==> src/rtl/rggen_register_bus_initiator.sv <==
// rggen_register_bus_initiator: initiator end of the register-level bus.
// It takes one host request at a time and broadcasts it to every register
// instance in the block. It then merges their responses into one registered
// response.
// Optional feature: define RGGEN_REGISTER_BUS_TIMEOUT_EN to add a BUSY
// watchdog. The watchdog answers SLVERR after TIMEOUT_CYCLES cycles without
// ready.
module rggen_register_bus_initiator #(
  parameter int unsigned              ADDRESS_WIDTH       = 8,
  parameter int unsigned              LOCAL_ADDRESS_WIDTH = 8,
  parameter int unsigned              BUS_WIDTH           = 32,
  parameter int unsigned              REGISTERS           = 1,
  parameter bit                       PRE_DECODE          = 1'b0,
  parameter logic [ADDRESS_WIDTH-1:0] BASE_ADDRESS        = '0,
  parameter int unsigned              BYTE_SIZE           = 256,
  parameter bit                       ERROR_STATUS        = 1'b0,
  parameter logic [BUS_WIDTH-1:0]     DEFAULT_READ_DATA   = '0,
  parameter int unsigned              TIMEOUT_CYCLES      = 255
) (
  input  logic                           i_clk,
  input  logic                           i_rst_n,
  input  logic                           i_bus_valid,
  input  logic [1:0]                     i_bus_access,
  input  logic [ADDRESS_WIDTH-1:0]       i_bus_address,
  input  logic [BUS_WIDTH-1:0]           i_bus_write_data,
  input  logic [BUS_WIDTH-1:0]           i_bus_strobe,
  output logic                           o_bus_ready,
  output logic [1:0]                     o_bus_status,
  output logic [BUS_WIDTH-1:0]           o_bus_read_data,
  output logic                           o_register_valid,
  output logic [1:0]                     o_register_access,
  output logic [LOCAL_ADDRESS_WIDTH-1:0] o_register_address,
  output logic [BUS_WIDTH-1:0]           o_register_write_data,
  output logic [BUS_WIDTH-1:0]           o_register_strobe,
  input  logic [REGISTERS-1:0]           i_register_active,
  input  logic [REGISTERS-1:0]           i_register_ready,
  input  logic [2*REGISTERS-1:0]         i_register_status,
  input  logic [BUS_WIDTH*REGISTERS-1:0] i_register_read_data
);

  typedef enum logic [1:0] {
    IDLE     = 2'd0,
    BUSY     = 2'd1,
    RESPONSE = 2'd2
  } state_e;

  localparam int unsigned ADDR_LSB = $clog2(BUS_WIDTH / 8);
  localparam logic [LOCAL_ADDRESS_WIDTH-1:0] LOCAL_MASK =
    {LOCAL_ADDRESS_WIDTH{1'b1}} << ADDR_LSB;
  localparam logic [1:0] STATUS_OKAY   = 2'b00;
  localparam logic [1:0] STATUS_SLVERR = 2'b10;
  localparam logic [1:0] STATUS_DECERR = 2'b11;
  localparam logic [1:0] NO_HIT_STATUS = ERROR_STATUS ? STATUS_DECERR : STATUS_OKAY;

  state_e                         state_q;
  logic                           bus_ready_q;
  logic [1:0]                     status_q;
  logic [BUS_WIDTH-1:0]           read_data_q;
  logic                           register_valid_q;
  logic [1:0]                     access_q;
  logic [LOCAL_ADDRESS_WIDTH-1:0] address_q;
  logic [BUS_WIDTH-1:0]           write_data_q;
  logic [BUS_WIDTH-1:0]           strobe_q;

  logic [63:0]                    address_ext;
  logic [63:0]                    offset_ext;
  logic                           in_range;
  logic                           reject;
  logic [LOCAL_ADDRESS_WIDTH-1:0] local_address;

  logic [REGISTERS-1:0]           hit;
  logic                           any_active;
  logic                           any_hit;
  logic [1:0]                     hit_status;
  logic [BUS_WIDTH-1:0]           hit_data;
  logic                           timeout_expired;

  // Writes never return data, whatever the registers drive.
  function automatic logic [BUS_WIDTH-1:0] response_data(
    input logic                 is_write,
    input logic [BUS_WIDTH-1:0] data
  );
    return is_write ? '0 : data;
  endfunction

  // Block-relative offset, range check and word-aligned local address.
  assign address_ext   = 64'(i_bus_address);
  assign offset_ext    = address_ext - 64'(BASE_ADDRESS);
  assign in_range      = (address_ext >= 64'(BASE_ADDRESS)) && (offset_ext < 64'(BYTE_SIZE));
  assign reject        = PRE_DECODE && !in_range;
  assign local_address = LOCAL_ADDRESS_WIDTH'(offset_ext) & LOCAL_MASK;

  // OR-merge the status and read data of every register that is active and ready.
  // Registers are one-hot by construction, so a plain OR is enough.
  always_comb begin
    // NOTE: every always_comb output gets a default first so that no path can infer a latch.
    hit        = i_register_active & i_register_ready;
    any_active = |i_register_active;
    any_hit    = |hit;
    hit_status = '0;
    hit_data   = '0;
    for (int i = 0; i < REGISTERS; i++) begin
      if (hit[i]) begin
        hit_status = hit_status | i_register_status[2*i +: 2];
        hit_data   = hit_data | i_register_read_data[BUS_WIDTH*i +: BUS_WIDTH];
      end
    end
  end

`ifdef RGGEN_REGISTER_BUS_TIMEOUT_EN
  localparam int unsigned TIMEOUT_COUNT_WIDTH =
    (TIMEOUT_CYCLES < 2) ? 1 : $clog2(TIMEOUT_CYCLES);

  logic [TIMEOUT_COUNT_WIDTH-1:0] timeout_count_q;
  logic [TIMEOUT_COUNT_WIDTH-1:0] timeout_count_d;

  // The count is the number of BUSY cycles already spent. The current cycle
  // expires when it would be the TIMEOUT_CYCLES-th.
  assign timeout_count_d = (state_q == BUSY) ? timeout_count_q + 1'b1 : '0;
  assign timeout_expired = (32'(timeout_count_q) + 32'd1) >= 32'(TIMEOUT_CYCLES);

  // The watchdog counts BUSY cycles and restarts from zero outside BUSY.
  always_ff @(posedge i_clk or negedge i_rst_n) begin
    if (!i_rst_n) timeout_count_q <= '0;
    else          timeout_count_q <= timeout_count_d;
  end
`else
  // Without the watchdog, BUSY waits for ever. The parameter stays in the
  // expression only so the interface is identical in both builds. That term
  // folds to a constant false.
  assign timeout_expired = 1'b0 && (TIMEOUT_CYCLES == 0);
`endif

  // Transaction FSM. Every output is a flop driven from this single block.
  always_ff @(posedge i_clk or negedge i_rst_n) begin
    // NOTE: datapath flops are reset too, because every output must read 0 during reset.
    if (!i_rst_n) begin
      state_q          <= IDLE;
      bus_ready_q      <= 1'b0;
      status_q         <= '0;
      read_data_q      <= '0;
      register_valid_q <= 1'b0;
      access_q         <= '0;
      address_q        <= '0;
      write_data_q     <= '0;
      strobe_q         <= '0;
    end else begin
      // NOTE: sequential state uses non-blocking assignments, so all flops update together at the edge.
      case (state_q)
        IDLE: begin
          if (i_bus_valid) begin
            access_q     <= i_bus_access;
            address_q    <= local_address;
            write_data_q <= i_bus_write_data;
            strobe_q     <= i_bus_strobe;
            if (reject) begin
              state_q     <= RESPONSE;
              bus_ready_q <= 1'b1;
              status_q    <= NO_HIT_STATUS;
              read_data_q <= response_data(i_bus_access[0], DEFAULT_READ_DATA);
            end else begin
              state_q          <= BUSY;
              register_valid_q <= 1'b1;
            end
          end
        end
        BUSY: begin
          if (!any_active) begin
            state_q          <= RESPONSE;
            register_valid_q <= 1'b0;
            bus_ready_q      <= 1'b1;
            status_q         <= NO_HIT_STATUS;
            read_data_q      <= response_data(access_q[0], DEFAULT_READ_DATA);
          end else if (any_hit) begin
            state_q          <= RESPONSE;
            register_valid_q <= 1'b0;
            bus_ready_q      <= 1'b1;
            status_q         <= hit_status;
            read_data_q      <= response_data(access_q[0], hit_data);
          end else if (timeout_expired) begin
            state_q          <= RESPONSE;
            register_valid_q <= 1'b0;
            bus_ready_q      <= 1'b1;
            status_q         <= STATUS_SLVERR;
            read_data_q      <= response_data(access_q[0], DEFAULT_READ_DATA);
          end
        end
        RESPONSE: begin
          state_q     <= IDLE;
          bus_ready_q <= 1'b0;
        end
        default: begin
          state_q          <= IDLE;
          bus_ready_q      <= 1'b0;
          register_valid_q <= 1'b0;
        end
      endcase
    end
  end

  assign o_bus_ready           = bus_ready_q;
  assign o_bus_status          = status_q;
  assign o_bus_read_data       = read_data_q;
  assign o_register_valid      = register_valid_q;
  assign o_register_access     = access_q;
  assign o_register_address    = address_q;
  assign o_register_write_data = write_data_q;
  assign o_register_strobe     = strobe_q;

endmodule

==> config.mk <==
export PLATFORM = sky130hd
export DESIGN_NAME = rggen_register_bus_initiator
export DESIGN_NICKNAME = d
export VERILOG_FILES = /design/src/rtl/rggen_register_bus_initiator.sv
export SDC_FILE = /design/constraint.sdc
export NUM_CORES = 1
export LEC_CHECK = 0
export BUFFER_PORTS_ARGS = -buffer_cell sky130_fd_sc_hd__buf_4
export CAP_MARGIN = 20
export CORE_MARGIN = 2
export CORE_UTILIZATION = 47
export DETAILED_ROUTE_END_ITERATION = 8
export PLACE_DENSITY = 0.78
export SLEW_MARGIN = 20
export SYNTH_ARGS = -nofsm -noshare
export SYNTH_HDL_FRONTEND = slang
export SYNTH_SLANG_ARGS = --single-unit
export TNS_END_PERCENT = 50
==> constraint.sdc <==
create_clock -name i_clk -period 1.65 [get_ports i_clk]
set_input_delay 0.2475 -clock i_clk [delete_from_list [all_inputs] [get_ports i_clk]]
set_output_delay 0.2475 -clock i_clk [all_outputs]
set_load 0.03 [all_outputs]
==> results of run 1 <==
## cell usage in the layout (no fill, tap or decap)
cell / synthesis / final
clkinv_2: 0 / 2
buf_6: 2 / 1
mux2_4: 70 / 70
dfrtp_1: 110 / 110
clkbuf_1: 1 / 1
conb_1: 1 / 2
nor2b_2: 0 / 1
dlygate4sd3_1: 0 / 1
nor2_1: 1 / 1
clkbuf_16: 0 / 1
inv_6: 0 / 1
o2bb2ai_1: 1 / 1
a21o_1: 1 / 1
a21oi_1: 1 / 1
clkinvlp_4: 0 / 2
nor2b_4: 1 / 1
clkbuf_8: 0 / 10
buf_4: 2 / 227
mux2i_1: 35 / 35
mux2_2: 2 / 2
inv_1: 35 / 35
nor3b_4: 0 / 2
buf_12: 9 / 3
nand2_1: 34 / 34
and2b_1: 1 / 1
## worst max-delay path, stage by stage (launching register included)
cell,delay [ns]
dfrtp_1,0.46
nor3b_4,0.20
buf_4,0.16
buf_6,0.31
mux2_4,0.33
## sequential cells by signal, indices dropped and copies added, names as in the netlist
| register | cells |
|---|---|
| o_bus_read_data | 32 |
| o_register_strobe | 32 |
| o_register_write_data | 32 |
| o_register_address | 6 |
| o_bus_status | 2 |
| o_register_access | 2 |
| state_q | 2 |
| o_bus_ready | 1 |
| o_register_valid | 1 |
## logic make-up (layout without fill, tap and decap cells)
family	Yosys count	count (layout)	share of synthesized area [%]
AO/OA/AOI/OAI	3	3	0.446
buffers and inverters	53	284	8.03
flip-flops	110	110	57.7
multiplexers	107	107	29.9
other	1	2	0.0786
AND/OR/NAND/NOR	40	40	3.86
## stage by stage
stage	instances	util, %	hold slack [ns]	setup slack (ns)	power (mW)
3_5_place_dp	659	65.9	0.368	0.0789	9.06
3_3_place_gp	659	65.9	0.369	0.0946	8.95
5_1_grt	679	68.1	0.0892	0.0158	11.0
4_1_cts	676	67.8	0.0952	0.0485	10.6
6_report	679	68.1	0.115	0.0764	10.5
2_1_floorplan	315	-	-0.0481	0.283	7.20
## routing by layer
layer  vias to the layer above  routed length (um)
met5                         -                   0
met4                         0                 131
met3                        12                 760
met2                       133                5370
met1                      1548                4590
li1                       1472                   -
## power by group
group,internal [mW],leakage [nW],total [mW],switching (mW)
clock network,0.593,0.0857,1.47,0.878
logic,2.27,1.97,5.00,2.74
registers,3.51,1.34,4.00,0.485
total,6.37,3.40,10.5,4.10
## final timing paths
check,endpoint,startpoint,slack [ns]
worst max-delay path,o_register_strobe[28],state_q[0],0.08
worst min-delay path,o_register_strobe[11],i_bus_strobe[11],0.11
worst max register to register,o_register_strobe[28],state_q[0],0.08
worst min register to register,o_bus_ready,o_bus_ready,0.50
max in group asynchronous,state_q[0],i_rst_n,0.69
min in group asynchronous,o_register_strobe[24],i_rst_n,0.49
## cell type report
| class | count | area [um2] |
|---|---|---|
| inverters | 35 | 131 |
| multi-input cells | 152 | 1650 |
| clock inverters | 5 | 33.8 |
| clock buffers | 11 | 141 |
| fillers | 749 | 3130 |
| well taps | 133 | 166 |
| flip-flops and latches | 110 | 2750 |
| repair buffers | 233 | 1810 |
## timing repair
| item | CTS | global route |
|---|---|---|
| hold buffers | 1 | 0 |
| endpoints found under the setup margin | 0 | 4 |
| hold endpoints to repair | 110 | 0 |
| buffers inserted | 0 | 2 |
| resized for setup | 0 | 1 |
==> flow_summary.json, run 1 <==
{
  "drt_first_iter_violations": 150,
  "ys_types": 21,
  "clock_sinks": 110,
  "clock-root-buffer": "clkbuf_8",
  "grt_start_max_net_pins": 111,
  "finalInstanceArea_um2": 6690,
  "cts_tree": "built",
  "final_nets": 654,
  "gp_congestion": 0.737,
  "wl_um": 10900,
  "status": "finished clean",
  "arrival_ns": 1.81,
  "areaGrowthSynthToFinish_pct": 40.3,
  "coreArea_um2": 9820,
  "ant_nets": 0,
  "cts_buffers": 9,
  "use_met2_pct": 33.0,
  "dieArea_um2": 11000,
  "wire_per_inst_um": 16.0,
  "placed_area_um2": 6470,
  "cap_violations": 0,
  "synth.avg_cell_area_um2": 15.2,
  "cts.clk_slew.worst_paths_ns": 0.11,
  "critPathKind": "reg2reg",
  "yosysMostFrequentCell": "dfrtp_1",
  "drive_gt1_share_pct": 59.2,
  "ir_drop_v": 0.000747,
  "ys.flop_type": "dfrtp_1",
  "synth_top_area_share_pct": 57.7,
  "period_share_pct": 95.4,
  "grtUsageMet3_pct": 5.18,
  "antenna_cells": 0,
  "synthCells": 314,
  "drc_errors": 0,
  "die_y_um": 105,
  "start_util_pct": 48.6,
  "synth_area_leader_cell": "dfrtp_1",
  "synth_edf_count": 0,
  "numPortBuffers": 218,
  "synth_seq_cells": 110,
  "busiest_layer": "met2",
  "finalMaxSlewViolations": 0,
  "required_ns": 1.89,
  "die_width_um": 105,
  "critPathMaxFanout": 24,
  "pin_count": 223,
  "hp-class": "in2reg",
  "grt_usage_pct": 19.9,
  "fin_crit_ns": 1.57,
  "rows": 36,
  "slew_headroom_pct": 60.8,
  "powerDensity_nw_per_um2": 1570,
  "holdPathStages": 2,
  "clk_path_buf_depth": 2,
  "synth_commonest_cells": "dfrtp_1, mux2_4, inv_1, mux2i_1, nand2_1",
  "finalSetupTns_ns": 0,
  "use_met1_pct": 25.8,
  "synth-seq-area-share_pct": 57.7,
  "clk_latency_ns": 0.36,
  "overflow": 0,
  "r2r_cells": 4,
  "synth_area_leaders": "dfrtp_1, mux2_4, mux2i_1, buf_12, inv_1",
  "cts_max_level": 3,
  "worst_slew_pin_slew_ns": 0.588,
  "grt_pass1_wl_um": 17300,
  "antenna_found_initial": 0,
  "setup_viol": 0,
  "synth_warnings": 0,
  "clock.fmax_mhz": 635,
  "async_flop_share_pct": 100,
  "vias": 3165,
  "synth_area_um2": 4770,
  "hold_viol": 0,
  "dp_hpwl_um": 7740,
  "viasPerCell": 4.66,
  "rsz0062_at_grt": "no",
  "grt_pass1_vias": 3280,
  "first_pass_iters": 4,
  "p_leak_nw": 3.40,
  "clock_skew_ns": 0.00892,
  "end_kind": "register",
  "cp-start-kind": "register"
}
Note: power is estimated with default switching activity, not from simulation.
==> inputs of run 2 (changes only) <==
--- a/config.mk
+++ b/config.mk
@@ -8,9 +8,9 @@
 export BUFFER_PORTS_ARGS = -buffer_cell sky130_fd_sc_hd__buf_4
 export CAP_MARGIN = 20
 export CORE_MARGIN = 2
-export CORE_UTILIZATION = 47
+export CORE_UTILIZATION = 50
 export DETAILED_ROUTE_END_ITERATION = 8
-export PLACE_DENSITY = 0.78
+export PLACE_DENSITY = 0.85
 export SLEW_MARGIN = 20
 export SYNTH_ARGS = -nofsm -noshare
 export SYNTH_HDL_FRONTEND = slang
==> constraint.sdc (replaced) <==
create_clock -name i_clk -period 2 [get_ports i_clk]
set_input_delay 0.3 -clock i_clk [delete_from_list [all_inputs] [get_ports i_clk]]
set_output_delay 0.3 -clock i_clk [all_outputs]
set_load 0.03 [all_outputs]
==> run 2 against run 1 <==
  * Count of clock-buffer cells in the layout rose by 1
  * Core utilization rose by 4.4 points
  * Via count fell by 0.82%
  * Sequential share of layout area fell by 0.077 points
  * Final cell count fell by 1.2%
  * Global-route usage rose by 1.9 points
  * Power fell by 15%
  * Setup slack improved by 0.29 ns
  * First-iteration DRC count fell by 75%
  * Clock skew rose by 0.0021 ns
  * Sequential cell count did not move
  * Combinational power fell by 18%
  * Largest cell class unchanged
  * Largest power group unchanged
  * Highest routed layer unchanged
==> flow_summary.json, run 2 (synthesis gave the netlist of run 1 again) <==
{
  "nFillCells": 639,
  "drc_errors": 0,
  "dp.cells": 654,
  "cp-start-kind": "register",
  "cts_buffers": 9,
  "finalMaxSlewViolations": 0,
  "ir_drop_v": 0.000687,
  "status": "finished clean",
  "fin_crit_ns": 1.64,
  "antenna_cells": 0,
  "powerDensity_nw_per_um2": 1320,
  "hold_viol": 0,
  "final_nets": 650,
  "die_y_um": 102,
  "rows": 35,
  "critPathMaxFanout": 16,
  "slew_headroom_pct": 60.9,
  "drive_gt1_share_pct": 59.0,
  "grt_pass1_vias": 3442,
  "final_cell_mix": "buf_4, dfrtp_1, mux2_4",
  "crit_path_end": "o_register_strobe[9]",
  "grt_usage_pct": 21.8,
  "clock.fmax_mhz": 611,
  "dp_hpwl_um": 8030,
  "overflow": 0,
  "grt_start_max_net_pins": 111,
  "multi_input_area_um2": 1650,
  "clock-root-buffer": "clkbuf_8",
  "critPathKind": "reg2reg",
  "hold_ws_ns": 0.149,
  "finalSetupTns_ns": 0,
  "first_pass_iters": 4,
  "setup_viol": 0,
  "start_util_pct": 51.6,
  "final_common_cell": "buf_4",
  "antenna_found_initial": 0,
  "pre_cts_slack_ns": 0.381,
  "coreArea_um2": 9240,
  "drt_first_iter_violations": 38,
  "numPortBuffers": 218,
  "areaGrowthSynthToFinish_pct": 40.5,
  "rr_startpoint": "state_q[1]",
  "r2r_cells": 4,
  "dieArea_um2": 10300,
  "rsz0062_at_grt": "no",
  "ant_nets": 0,
  "end_kind": "register",
  "cts_tree": "built",
  "hp-class": "in2reg",
  "wire_per_inst_um": 16.5,
  "pin_count": 223,
  "register_area_um2": 2750,
  "cap_violations": 0,
  "cts_max_level": 3,
  "grt_pass1_wl_um": 17200,
  "vias": 3139,
  "wl_um": 11100,
  "period_share_pct": 81.8,
  "clk_path_buf_depth": 2,
  "cts.clk_slew.worst_paths_ns": 0.10,
  "viasPerCell": 4.68,
  "clock_skew_ns": 0.0110,
  "clock_sinks": 110,
  "p_leak_nw": 3.40,
  "gp_congestion": 0.724,
  "fin_cells": 671,
  "arrival_ns": 1.89,
  "clk_latency_ns": 0.37,
  "cts_resized": 0,
  "worst_slew_pin_slew_ns": 0.587,
  "r2r_slack_ns": 0.36,
  "required_ns": 2.26,
  "finalWorstSetupSlack_ns": 0.365,
  "die_width_um": 102,
  "r2r-end": "o_register_strobe[9]",
  "crit_start": "state_q[1]"
}
run 2: changes by cell type in the layout (fill, tap and decap cells not counted), sizes merged:
cell	previous run	this run
buf	231	228
bufinv	0	1
clkinv	2	1
inv	36	35
run 2: worst max-delay path: stages (launching register included):
cell     delay (ns)
dfrtp_1        0.47
nor3b_4        0.28
buf_12         0.21
buf_4          0.23
mux2_4         0.32
run 2: final cells by class:
class / instances / share of cell area, %
Clock buffer: 12 / 2.46
Clock inverter: 4 / 0.803
Inverter: 35 / 1.96
Multi-Input combinational cell: 152 / 24.6
Sequential cell: 110 / 41.1
Tap cell: 129 / 2.41
Timing Repair Buffer: 229 / 26.6
run 2: worst min path at each step:
stage / start / to / slack, ns / cells past startpoint
after floorplan: i_rst_n / o_bus_read_data[0] / 0.004 / 0
after global placement: i_rst_n / o_register_write_data[4] / 0.41 / 2
after detailed placement: i_rst_n / o_register_write_data[0] / 0.43 / 2
after CTS: i_rst_n / o_register_write_data[4] / 0.005 / 2
after global routing: i_bus_strobe[28] / o_register_strobe[28] / 0.12 / 2
final: i_bus_strobe[18] / o_register_strobe[18] / 0.15 / 2
run 2: repair_timing:
item | CTS | global route
endpoints found under the setup margin | 0 | 0
endpoints found under the hold margin | 0 | 2
buffers inserted | 0 | 0
hold buffers | 0 | 1
run 2: report_power, final:
group / switching (mW) / internal [mW]
Clock: 0.736 / 0.684
Sequential: 0.418 / 2.90
Combinational: 2.27 / 1.86
run 2: stage by stage:
step	util [%]	power, mW	area, um2
3_3_place_gp	70.0	7.36	6470
6_report	72.5	8.86	6700
2_1_floorplan	-	5.94	4770
3_5_place_dp	70.0	7.49	6470
4_1_cts	72.4	8.95	6690
5_1_grt	72.5	9.31	6700
run 2: layer usage:
metal,vias to the layer above,wire length [um],track usage (%)
met4,0,218,7.90
met2,147,5610,37.5
met5,-,0,0
met1,1509,4280,24.6
met3,22,960,8.49
li1,1461,-,-
==> inputs of run 3 (changes only) <==
--- a/config.mk
+++ b/config.mk
@@ -8,9 +8,9 @@
 export BUFFER_PORTS_ARGS = -buffer_cell sky130_fd_sc_hd__buf_4
 export CAP_MARGIN = 20
 export CORE_MARGIN = 2
-export CORE_UTILIZATION = 50
+export CORE_UTILIZATION = 42
 export DETAILED_ROUTE_END_ITERATION = 8
-export PLACE_DENSITY = 0.85
+export PLACE_DENSITY = 0.76
 export SLEW_MARGIN = 20
 export SYNTH_ARGS = -nofsm -noshare
 export SYNTH_HDL_FRONTEND = slang
==> constraint.sdc (replaced) <==
create_clock -name i_clk -period 1.4 [get_ports i_clk]
set_input_delay 0.21 -clock i_clk [delete_from_list [all_inputs] [get_ports i_clk]]
set_output_delay 0.21 -clock i_clk [all_outputs]
set_load 0.03 [all_outputs]
==> run 3 against run 2 <==
  * The flow now finishes with violations (setup timing)
  * Final cell count up 3.3%
  * Routed wire length shrank 1.7%
  * Combinational power rose by 46%
  * Die area up 18%
  * Sequential power grew 42%
  * Power grew 48%
  * Sequential share of layout area decreased by 1.4 points
  * Critical path depth did not move
  * Critical path type unchanged
==> flow_summary.json, run 3 (synthesis gave the netlist of run 1 again) <==
{
  "status": "complete, but fails checks",
  "failed_checks": "setup timing",
  "clock_sinks": 110,
  "hold_ws_ns": 0.0992,
  "cp-start-kind": "register",
  "finalSetupTns_ns": -3.54,
  "crit_start": "state_q[1]",
  "clk_latency_ns": 0.34,
  "cts_tree": "built",
  "dp.cells": 674,
  "cts_max_level": 3,
  "slowest_delay_ns": 0.41,
  "r2r_slack_ns": -0.09,
  "gp_congestion": 0.780,
  "ant_nets": 0,
  "period_share_pct": 106,
  "drt_first_iter_violations": 132,
  "fin_crit_ns": 1.49,
  "areaGrowthSynthToFinish_pct": 45.4,
  "start_util_pct": 43.6,
  "slowest_stage": "dfrtp_1",
  "overflow": 0,
  "end_kind": "register",
  "first_pass_iters": 4,
  "wire_per_inst_um": 15.7,
  "finalInstanceArea_um2": 6940,
  "powerDensity_nw_per_um2": 1890,
  "final_nets": 661,
  "ir_drop_v": 0.000951,
  "viasPerCell": 4.61,
  "required_ns": 1.62,
  "cp_top_family": "flip-flops",
  "finalWorstSetupSlack_ns": -0.0862,
  "wl_um": 10900,
  "fin_total_pwr_mw": 13.1,
  "rr_startpoint": "state_q[1]",
  "final_cell_mix": "buf_4, dfrtp_1, mux2_4",
  "coreArea_um2": 10900,
  "antenna_found_initial": 0,
  "numPortBuffers": 218,
  "clock-root-buffer": "clkbuf_16",
  "hold_viol": 0,
  "grt_pass1_vias": 3473,
  "crit_chain": "nor3b_4 > buf_12 > buf_16 > mux2_4",
  "final_common_cell": "buf_4",
  "p_leak_nw": 3.51,
  "clk_path_buf_depth": 2,
  "placed_area_um2": 6620,
  "dieArea_um2": 12200,
  "grt_pass1_wl_um": 18000,
  "arrival_ns": 1.70,
  "antenna_cells": 0,
  "drive_gt1_share_pct": 59.9,
  "critPathMaxFanout": 18,
  "pin_count": 223,
  "rsz0062_at_grt": "yes",
  "die_width_um": 111,
  "finalMaxSlewViolations": 0,
  "critPathKind": "reg2reg",
  "setup_viol": 69,
  "drc_errors": 0,
  "worst-path-buf-inv": 2,
  "hp-class": "in2reg",
  "clock_skew_ns": 0.00444,
  "cts_buffers": 9,
  "fin_cells": 693,
  "vias": 3193,
  "fin_util_pct": 63.4,
  "rows": 38,
  "grt_start_max_net_pins": 33,
  "clock.fmax_mhz": 673,
  "hold_start": "i_bus_strobe[26]",
  "dp_hpwl_um": 8120,
  "die_y_um": 111,
  "cts.clk_slew.worst_paths_ns": 0.07,
  "cap_violations": 0,
  "pre_cts_slack_ns": -0.0797,
  "grt_usage_pct": 18.3
}
run 3: changes by cell type in the layout (fill, tap and decap cells not counted), moves of 2 or more:
cell,before,now
mux2_4,70,72
mux2_2,2,0
buf_4,223,229
buf_12,5,9
clkbuf_8,12,1
clkinv_2,0,2
clkbuf_16,0,9
run 3: layout make-up:
| type | count | area, um2 |
|---|---|---|
| clock inverters | 5 | 33.8 |
| fillers | 854 | 4000 |
| repair buffers | 240 | 1940 |
| clock buffers | 11 | 243 |
| inverters | 35 | 131 |
| multi-input cells | 152 | 1660 |
| flip-flops and latches | 110 | 2750 |
| well taps | 140 | 175 |
run 3: path summary, 6_finish.rpt:
kind                                              end  depth (start not counted)
worst max-delay path            o_register_strobe[14]                          4
worst min-delay path            o_register_strobe[26]                          2
worst max register to register  o_register_strobe[14]                          4
worst min register to register            o_bus_ready                          1
max in group asynchronous       o_register_address[3]                          3
min in group asynchronous        o_register_strobe[0]                          2
run 3: power by group:
group / switching, mW / leakage, nW / internal [mW] / total [mW]
sequential: 0.586 / 1.34 / 4.15 / 4.73
clock: 1.13 / 0.132 / 1.26 / 2.38
combinational: 3.24 / 2.04 / 2.77 / 6.01
total: 4.96 / 3.51 / 8.17 / 13.1
run 3: metal layers:
layer  track usage, %  vias up  part of all wire, %
met2             29.9      137                   50
met1             23.1     1555                   42
met4             7.33        0                  2.1
li1                 -     1484                    -
met3             5.10       17                  6.5
met5                0        -                    0
run 3: worst register-to-register path: stages, from the launching register on:
cell and delay [ns]:
dfrtp_1 0.41, nor3b_4 0.26, buf_12 0.18, buf_16 0.18, mux2_4 0.33
run 3: timing repair:
item	in CTS	in global routing
endpoints found under the hold margin	26	0
pin swaps	1	1
endpoints found under the setup margin	85	98
resized for setup	3	1
hold buffers	1	0
buffers inserted	1	1
